`config.mk`:
```
export PLATFORM = sky130hd
export DESIGN_NAME = npu_dot_mac
export DESIGN_NICKNAME = d
export VERILOG_FILES = /design/src/rtl/npu_dot_mac.sv
export SDC_FILE = /design/constraint.sdc
export NUM_CORES = 2
export LEC_CHECK = 0
export ABC_AREA = 1
export CAP_MARGIN = 20
export CORE_ASPECT_RATIO = 1.4
export CORE_MARGIN = 10
export CORE_UTILIZATION = 50
export CTS_BUF_LIST = sky130_fd_sc_hd__clkbuf_4 sky130_fd_sc_hd__clkbuf_8 sky130_fd_sc_hd__clkbuf_16
export DETAILED_ROUTE_END_ITERATION = 8
export PLACE_DENSITY = 0.71
export SYNTH_ARGS = -nofsm -noshare
export SYNTH_HDL_FRONTEND = slang
export SYNTH_SLANG_ARGS = --single-unit
```
`constraint.sdc`:
```
create_clock -name clk -period 8.3 [get_ports clk]
set_input_delay 0.83 -clock clk [delete_from_list [all_inputs] [get_ports clk]]
set_output_delay 0.83 -clock clk [all_outputs]
set_load 0.005 [all_outputs]
```
`src/rtl/npu_dot_mac.sv`:
```
// N-lane signed dot-product MAC: register, multiply, sum and accumulate stages.
// Vectors are framed by first/last, and a single elastic enable stalls the whole pipe.
module npu_dot_mac #(
  parameter int N_LANES  = 4,
  parameter int A_W      = 18,
  parameter int B_W      = 18,
  parameter int ACC_W    = 48,
  parameter int SATURATE = 0
) (
  input  logic                     clk,
  input  logic                     rst_n,
  input  logic                     ce,
  input  logic                     in_valid,
  output logic                     in_ready,
  input  logic                     in_first,
  input  logic                     in_last,
  input  logic [N_LANES*A_W-1:0]   in_a,
  input  logic [N_LANES*B_W-1:0]   in_b,
  output logic                     out_valid,
  input  logic                     out_ready,
  output logic [ACC_W-1:0]         out_data,
  output logic                     out_ovf
);

  localparam int P_W = A_W + B_W;
  localparam int MIN_ACC_W = P_W + $clog2(N_LANES);
  localparam logic [ACC_W-1:0] ACC_MAX = {1'b0, {(ACC_W-1){1'b1}}};
  localparam logic [ACC_W-1:0] ACC_MIN = {1'b1, {(ACC_W-1){1'b0}}};

  generate
    if (ACC_W < MIN_ACC_W) begin : g_acc_w_check
      $error("npu_dot_mac: ACC_W too narrow for A_W+B_W+clog2(N_LANES)");
    end
  endgenerate

  logic                      en;
  logic                      v1_r, f1_r, l1_r;
  logic [N_LANES*A_W-1:0]    a1_r;
  logic [N_LANES*B_W-1:0]    b1_r;
  logic                      v2_r, f2_r, l2_r;
  logic signed [P_W-1:0]     p2_r [N_LANES];
  logic                      v3_r, f3_r, l3_r;
  logic signed [ACC_W-1:0]   s3_r;
  logic signed [ACC_W-1:0]   acc_r;
  logic                      open_r, vovf_r;

  logic signed [P_W-1:0]     prod_s [N_LANES];
  logic signed [ACC_W-1:0]   tree_s;
  logic                      reload_s, ovf_s, vovf_nx_s;
  logic [ACC_W:0]            wide_s;
  logic signed [ACC_W-1:0]   acc_nx_s;

  // A stalled output blocks every stage, so nothing upstream can be overwritten.
  assign en       = ce & (~out_valid | out_ready);
  assign in_ready = en;

  // Per-lane signed products from the input register
  always_comb begin
    for (int i = 0; i < N_LANES; i++) begin
      prod_s[i] = P_W'($signed(a1_r[i*A_W +: A_W])) * P_W'($signed(b1_r[i*B_W +: B_W]));
    end
  end

  // Sum of lane products, sign-extended to the accumulator width
  always_comb begin
    tree_s = '0;
    for (int i = 0; i < N_LANES; i++) begin
      tree_s = tree_s + ACC_W'(p2_r[i]);
    end
  end

  // Next accumulator value, overflow detection and optional clamping
  always_comb begin
    reload_s  = f3_r | ~open_r;
    wide_s    = {acc_r[ACC_W-1], acc_r} + {s3_r[ACC_W-1], s3_r};
    ovf_s     = 1'b0;
    vovf_nx_s = 1'b0;
    acc_nx_s  = s3_r;
    if (reload_s) begin
      acc_nx_s  = s3_r;
      vovf_nx_s = 1'b0;
    end else begin
      ovf_s     = wide_s[ACC_W] ^ wide_s[ACC_W-1];
      vovf_nx_s = vovf_r | ovf_s;
      if (ovf_s && (SATURATE != 32'sd0)) begin
        acc_nx_s = wide_s[ACC_W] ? ACC_MIN : ACC_MAX;
      end else begin
        acc_nx_s = wide_s[ACC_W-1:0];
      end
    end
  end

  // Input, product and sum stages
  always_ff @(posedge clk or negedge rst_n) begin
    if (!rst_n) begin
      v1_r <= 1'b0; f1_r <= 1'b0; l1_r <= 1'b0;
      a1_r <= '0;   b1_r <= '0;
      v2_r <= 1'b0; f2_r <= 1'b0; l2_r <= 1'b0;
      for (int i = 0; i < N_LANES; i++) p2_r[i] <= '0;
      v3_r <= 1'b0; f3_r <= 1'b0; l3_r <= 1'b0;
      s3_r <= '0;
    end else if (en) begin
      v1_r <= in_valid; f1_r <= in_first; l1_r <= in_last;
      a1_r <= in_a;     b1_r <= in_b;
      v2_r <= v1_r;     f2_r <= f1_r;     l2_r <= l1_r;
      for (int i = 0; i < N_LANES; i++) p2_r[i] <= prod_s[i];
      v3_r <= v2_r;     f3_r <= f2_r;     l3_r <= l2_r;
      s3_r <= tree_s;
    end
  end

  // Accumulator, vector framing and output register; bubbles leave state untouched
  always_ff @(posedge clk or negedge rst_n) begin
    if (!rst_n) begin
      acc_r     <= '0;
      open_r    <= 1'b0;
      vovf_r    <= 1'b0;
      out_valid <= 1'b0;
      out_data  <= '0;
      out_ovf   <= 1'b0;
    end else if (en) begin
      out_valid <= v3_r & l3_r;
      if (v3_r) begin
        acc_r  <= acc_nx_s;
        vovf_r <= vovf_nx_s;
        open_r <= ~l3_r;
        if (l3_r) begin
          out_data <= acc_nx_s;
          out_ovf  <= vovf_nx_s;
        end
      end
    end
  end

endmodule
```
Word-level counts from Yosys, hierarchy flattened
Cells that the tools add are included.

operators by class
  $mul = 4
  mux-type cells = 2
  add/subtract/negate cells = 4
  bitwise operators = 9
  reductions and logical operators = 2

operators with widths
  kind               number
  $mul A18 B18 Y36   4
  $add A48 B39 Y49   1
  $mux W48           1
  $add A38 B36 Y39   1
  $add A37 B36 Y38   1
  $add A36 B36 Y37   1
  $not A1 Y1         3
  $or A1 B1 Y1       3
  $reduce_and A3 Y1  1
  $and A1 B1 Y1      2
  $reduce_and A2 Y1  1
  $mux W1            1
  $xor A1 B1 Y1      1

word-level totals
  input bits = 151
  logic and storage cells = 43
  bits in registers = 436

Longest topological paths before layout
  depth after elaboration = 4
  mapped depth = 29
  mapped depth without buffers = 28

Worst setup path before layout
No wires, ideal clock.

  path kind = reg2reg
  from = register a1_r[17]
  to = register p2_r[134] (netlist name)
  required time = 8.182 ns
  stages on the path, launching flop included = 25
  arrival time = 5.693 ns
  path buffers = 2
  clock period less this slack = 5.811 ns
  library setup time = 0.118 ns
  path slack = 2.489 ns
  cells stage by stage = dfrtp_1 clkbuf_1 clkbuf_1 nand2_1 inv_1 fa_1 inv_1 fa_1 inv_1 ha_1 inv_1 fa_1 inv_1 fa_1 inv_1 fa_1 inv_1 ha_1 a21o_1 a21oi_1 o21ai_0 nand3b_1 or2_2 nand3_1 nand2_1

between the ends
  word-level cells in the longest chain between the ends = 1

RTL lines
  item                      RTL line  text
  start: declaration        38        logic [N_LANES*A_W-1:0] a1_r;
  start signal: assignment  104       a1_r <= in_a; b1_r <= in_b;
  $mul A18 B18 Y36          60        prod_s[i] = P_W'($signed(a1_r[i*A_W +: A_W])) * P_W'($signed(b1_r[i*B_W +: B_W]));
  end: declaration          41        logic signed [P_W-1:0] p2_r [N_LANES];

Every way passes these cells.
A chain may end at the register's enable or synchronous reset.

Final worst setup path
  from = register b1_r[57]
  to = register p2_r[33] (netlist name)

between the ends
  word-level cells in the longest chain between the ends = 1

RTL lines
  item                      RTL line  text
  start: declaration        39        logic [N_LANES*B_W-1:0] b1_r;
  start signal: assignment  104
  $mul A18 B18 Y36          60

Every way passes these cells.

==> metrics <==
Cells after Synth=between 9,000 and 10,000; worst min path class=input port to async pin; Ports=~200; total core area=approximately 150,000 um2; Die Span Y=481 um; Yosys top cell area share=between 30% and 40%; layout cells sized above 1=2.46%; Clock Pin Slew Worst Setup and Hold Paths=~60 ps; yosys warns=0; Max Cap Viol=0; worst path arrival time=7560 ps; mux contribution to synthesized area=0%; Synth Area in Simple Gates=20.3%; Via Count=slightly above 60,000; internal reg-to-reg setup slack=between 1000 and 1500 ps; dominant synthesized flop cell=dfrtp_1; Syn Area/Cell=around 7.7 um2; first-pass GRT wire length=~350 mm; vias per inst=just over 5; GPL Wtd Cong=approximately 0.98; Port Buffers=201; period utilisation layout=a little over four fifths; Slew Limit Headroom=between 30% and 40%; Distinct cells, synth=49; final count of pins violating max slew=0; largest family of logic cells by synthesized area=adder cells; Area Overhead vs Synth=6.59%; WL/cell=18.6 um; CTS resizes=0; CTS Buf Count=51; hold_buf cts=0; antenna viol nets, final=0; initial antenna violation count=3; vias in the first global route=between 60,000 and 70,000; Async SR Flop Fraction=100%; Initial Util=around 50%; Setup Buffers After CTS=0; CTS max path bufs=3; row count=roughly 170; XOR/XNOR share of the synthesized area=1.55%; largest net degree at the start of global routing=approximately 170; adder-cell area share of the yosys netlist=44.2%; die area=~170,000 um2; largest cells by area after synthesis=fa_1 37%, nand2_1 15%, dfrtp_1 14%; number of synthesized flops with an enable pin=0; critical-path maximum fanout=19; Syn Nets=roughly 12,000; initial drt markers=roughly 3,800; Nets=approximately 12,000; Post-Syn Area=between 70,000 and 80,000 um2; detailed-router iteration count before antenna repair=8; CTS tree=built; clk sink count=roughly 440; crit end category=register; GR Overflow Total=0; worst skew pair latency=a little over 700 ps; Root Driver=clkbuf_16; Least-Margin Pin Slew=1030 ps; post-route clock skew=61.1 ps; cell taking the most area after synthesis=fa_1; Period minus WS final=around 7000 ps; Setup Crit Path Kind=register to register; Fin Setup TNS=0 ps; WP data required=a little under 9000 ps; r2r endpoint=p2_r[33]; status=finished, final reports clean; cells on worst reg2reg path=18; DR DRC count=0; synthesized flop and latch total=436; Synth Area in Compound Gates=about 4.6%; upper clock frequency limit=~140 MHz; HPWL Detailed=182 mm; total wire length=around 220 mm; post-synthesis sequential area ratio=around 14%; Die Width=349 um; final setup vio count=0; Final Hold Fails=0; RSZ-0062 raised after global routing=no; GR Util All Layers=26.6%; FF-to-FF Start=b1_r[57]; startpoint types=register; H-tree levels=2
==> sequential cells by signal, summed over array words and instances, names as in the netlist, 39 cells and up <==
register	cells
s3_r	39
b1_r	72
acc_r	48
p2_r	144
a1_r	72
out_data	48
==> Yosys cell counts (all sizes together) (16+ instances only) <==
| cell type | count |
|---|---|
| dfrtp | 436 |
| a21oi | 226 |
| o21bai | 21 |
| nor2 | 392 |
| a31oi | 44 |
| nor3 | 50 |
| clkbuf | 310 |
| fa | 1390 |
| nand2 | 2987 |
| ha | 458 |
| o21ai | 287 |
| inv | 2607 |
| xor2 | 58 |
| or2 | 61 |
| xnor2 | 76 |
| buf | 81 |
| nand4 | 67 |
| nand3b | 16 |
| nand3 | 283 |
==> layout by cell type (no fill, tap or decap), drive strengths merged, types with 2 or more instances in the layout <==
cell type / count
xor2: 58
a21oi: 226
clkbuf: 62
ha: 458
o21ai: 287
a211oi: 2
nor2: 392
nand4: 67
dfrtp: 436
bufinv: 4
nand3: 283
clkdlybuf4s50: 200
clkinv: 13
o21bai: 21
xnor2: 76
fa: 1390
o31ai: 3
inv: 2613
clkinvlp: 7
o211ai: 13
o2111ai: 2
a21o: 11
buf: 29
a31oi: 44
nand2: 2987
a31o: 2
nor3: 50
nor4: 2
a21boi: 8
nand3b: 16
o21a: 12
or2: 61
and2: 3
==> critical path, stage by stage, from the launching register on <==
cell     delay [ps]
dfrtp_1         840
nand2_1         270
fa_1            590
inv_1           150
fa_1            880
fa_1            530
fa_1            520
fa_1            490
inv_1            50
fa_1            480
inv_1            40
ha_1            400
nand4_1         240
nor3_1          570
nand4_1         400
nand2_1         170
nand2_1          60
nand3_1         100
nand2_1          70
==> worst max-delay path by stage <==
stage	slack [ps]	to	startpoint	depth (start not counted)
finish	1290	p2_r[33]	b1_r[57]	18
global route	960	p2_r[33]	b1_r[54]	22
CTS	1270	p2_r[33]	b1_r[54]	22
detailed placement	1310	p2_r[33]	a1_r[71]	22
global placement	1360	p2_r[33]	b1_r[57]	18
floorplan	2490	p2_r[134]	a1_r[17]	24
==> per-stage QoR <==
step	util, %	hold slack (ps)	area (um2)	instances	worst slack, ps
2_1_floorplan	-	442	75800	9911	2490
3_3_place_gp	52.3	459	79100	11700	1360
3_5_place_dp	52.3	460	79100	11700	1310
4_1_cts	53.5	193	80800	11800	1270
5_1_grt	53.5	242	80800	11800	957
6_report	53.5	193	80800	11800	1290
==> metal layers <==
metal,up-vias,routed length [um],track usage [%]
met3,559,11400,2.94
met5,-,13,0
met4,2,11200,11.6
met1,30300,85100,32.0
met2,1937,112000,47.9
li1,28400,-,-
==> cell families (layout without fill, tap and decap cells) <==
group                      after synthesis  count (layout)
and+or+nand+nor                       3863            3863
buffers and inverters                 2998            2928
adders and majority gates             1848            1848
AOI/OAI and AO/OA                      632             632
DFF                                    436             436
xor gates and xnor gates               134             134
other                                    0               1
==> final cells by class <==
cell class                      instances  area [um2]
Antenna cell                            1        2.50
Clock buffer                           62        1390
Clock inverter                         30         370
Fill cell                           14400       70300
Inverter                             2607        9790
Multi-Input combinational cell       6477       53700
Sequential cell                       436       10900
Tap cell                             1966        2460
Timing Repair Buffer                  229        2260
Power is left out: the tool's default activity adds up to more than one toggle a clock period on the data nets, which glitch-free logic cannot reach.
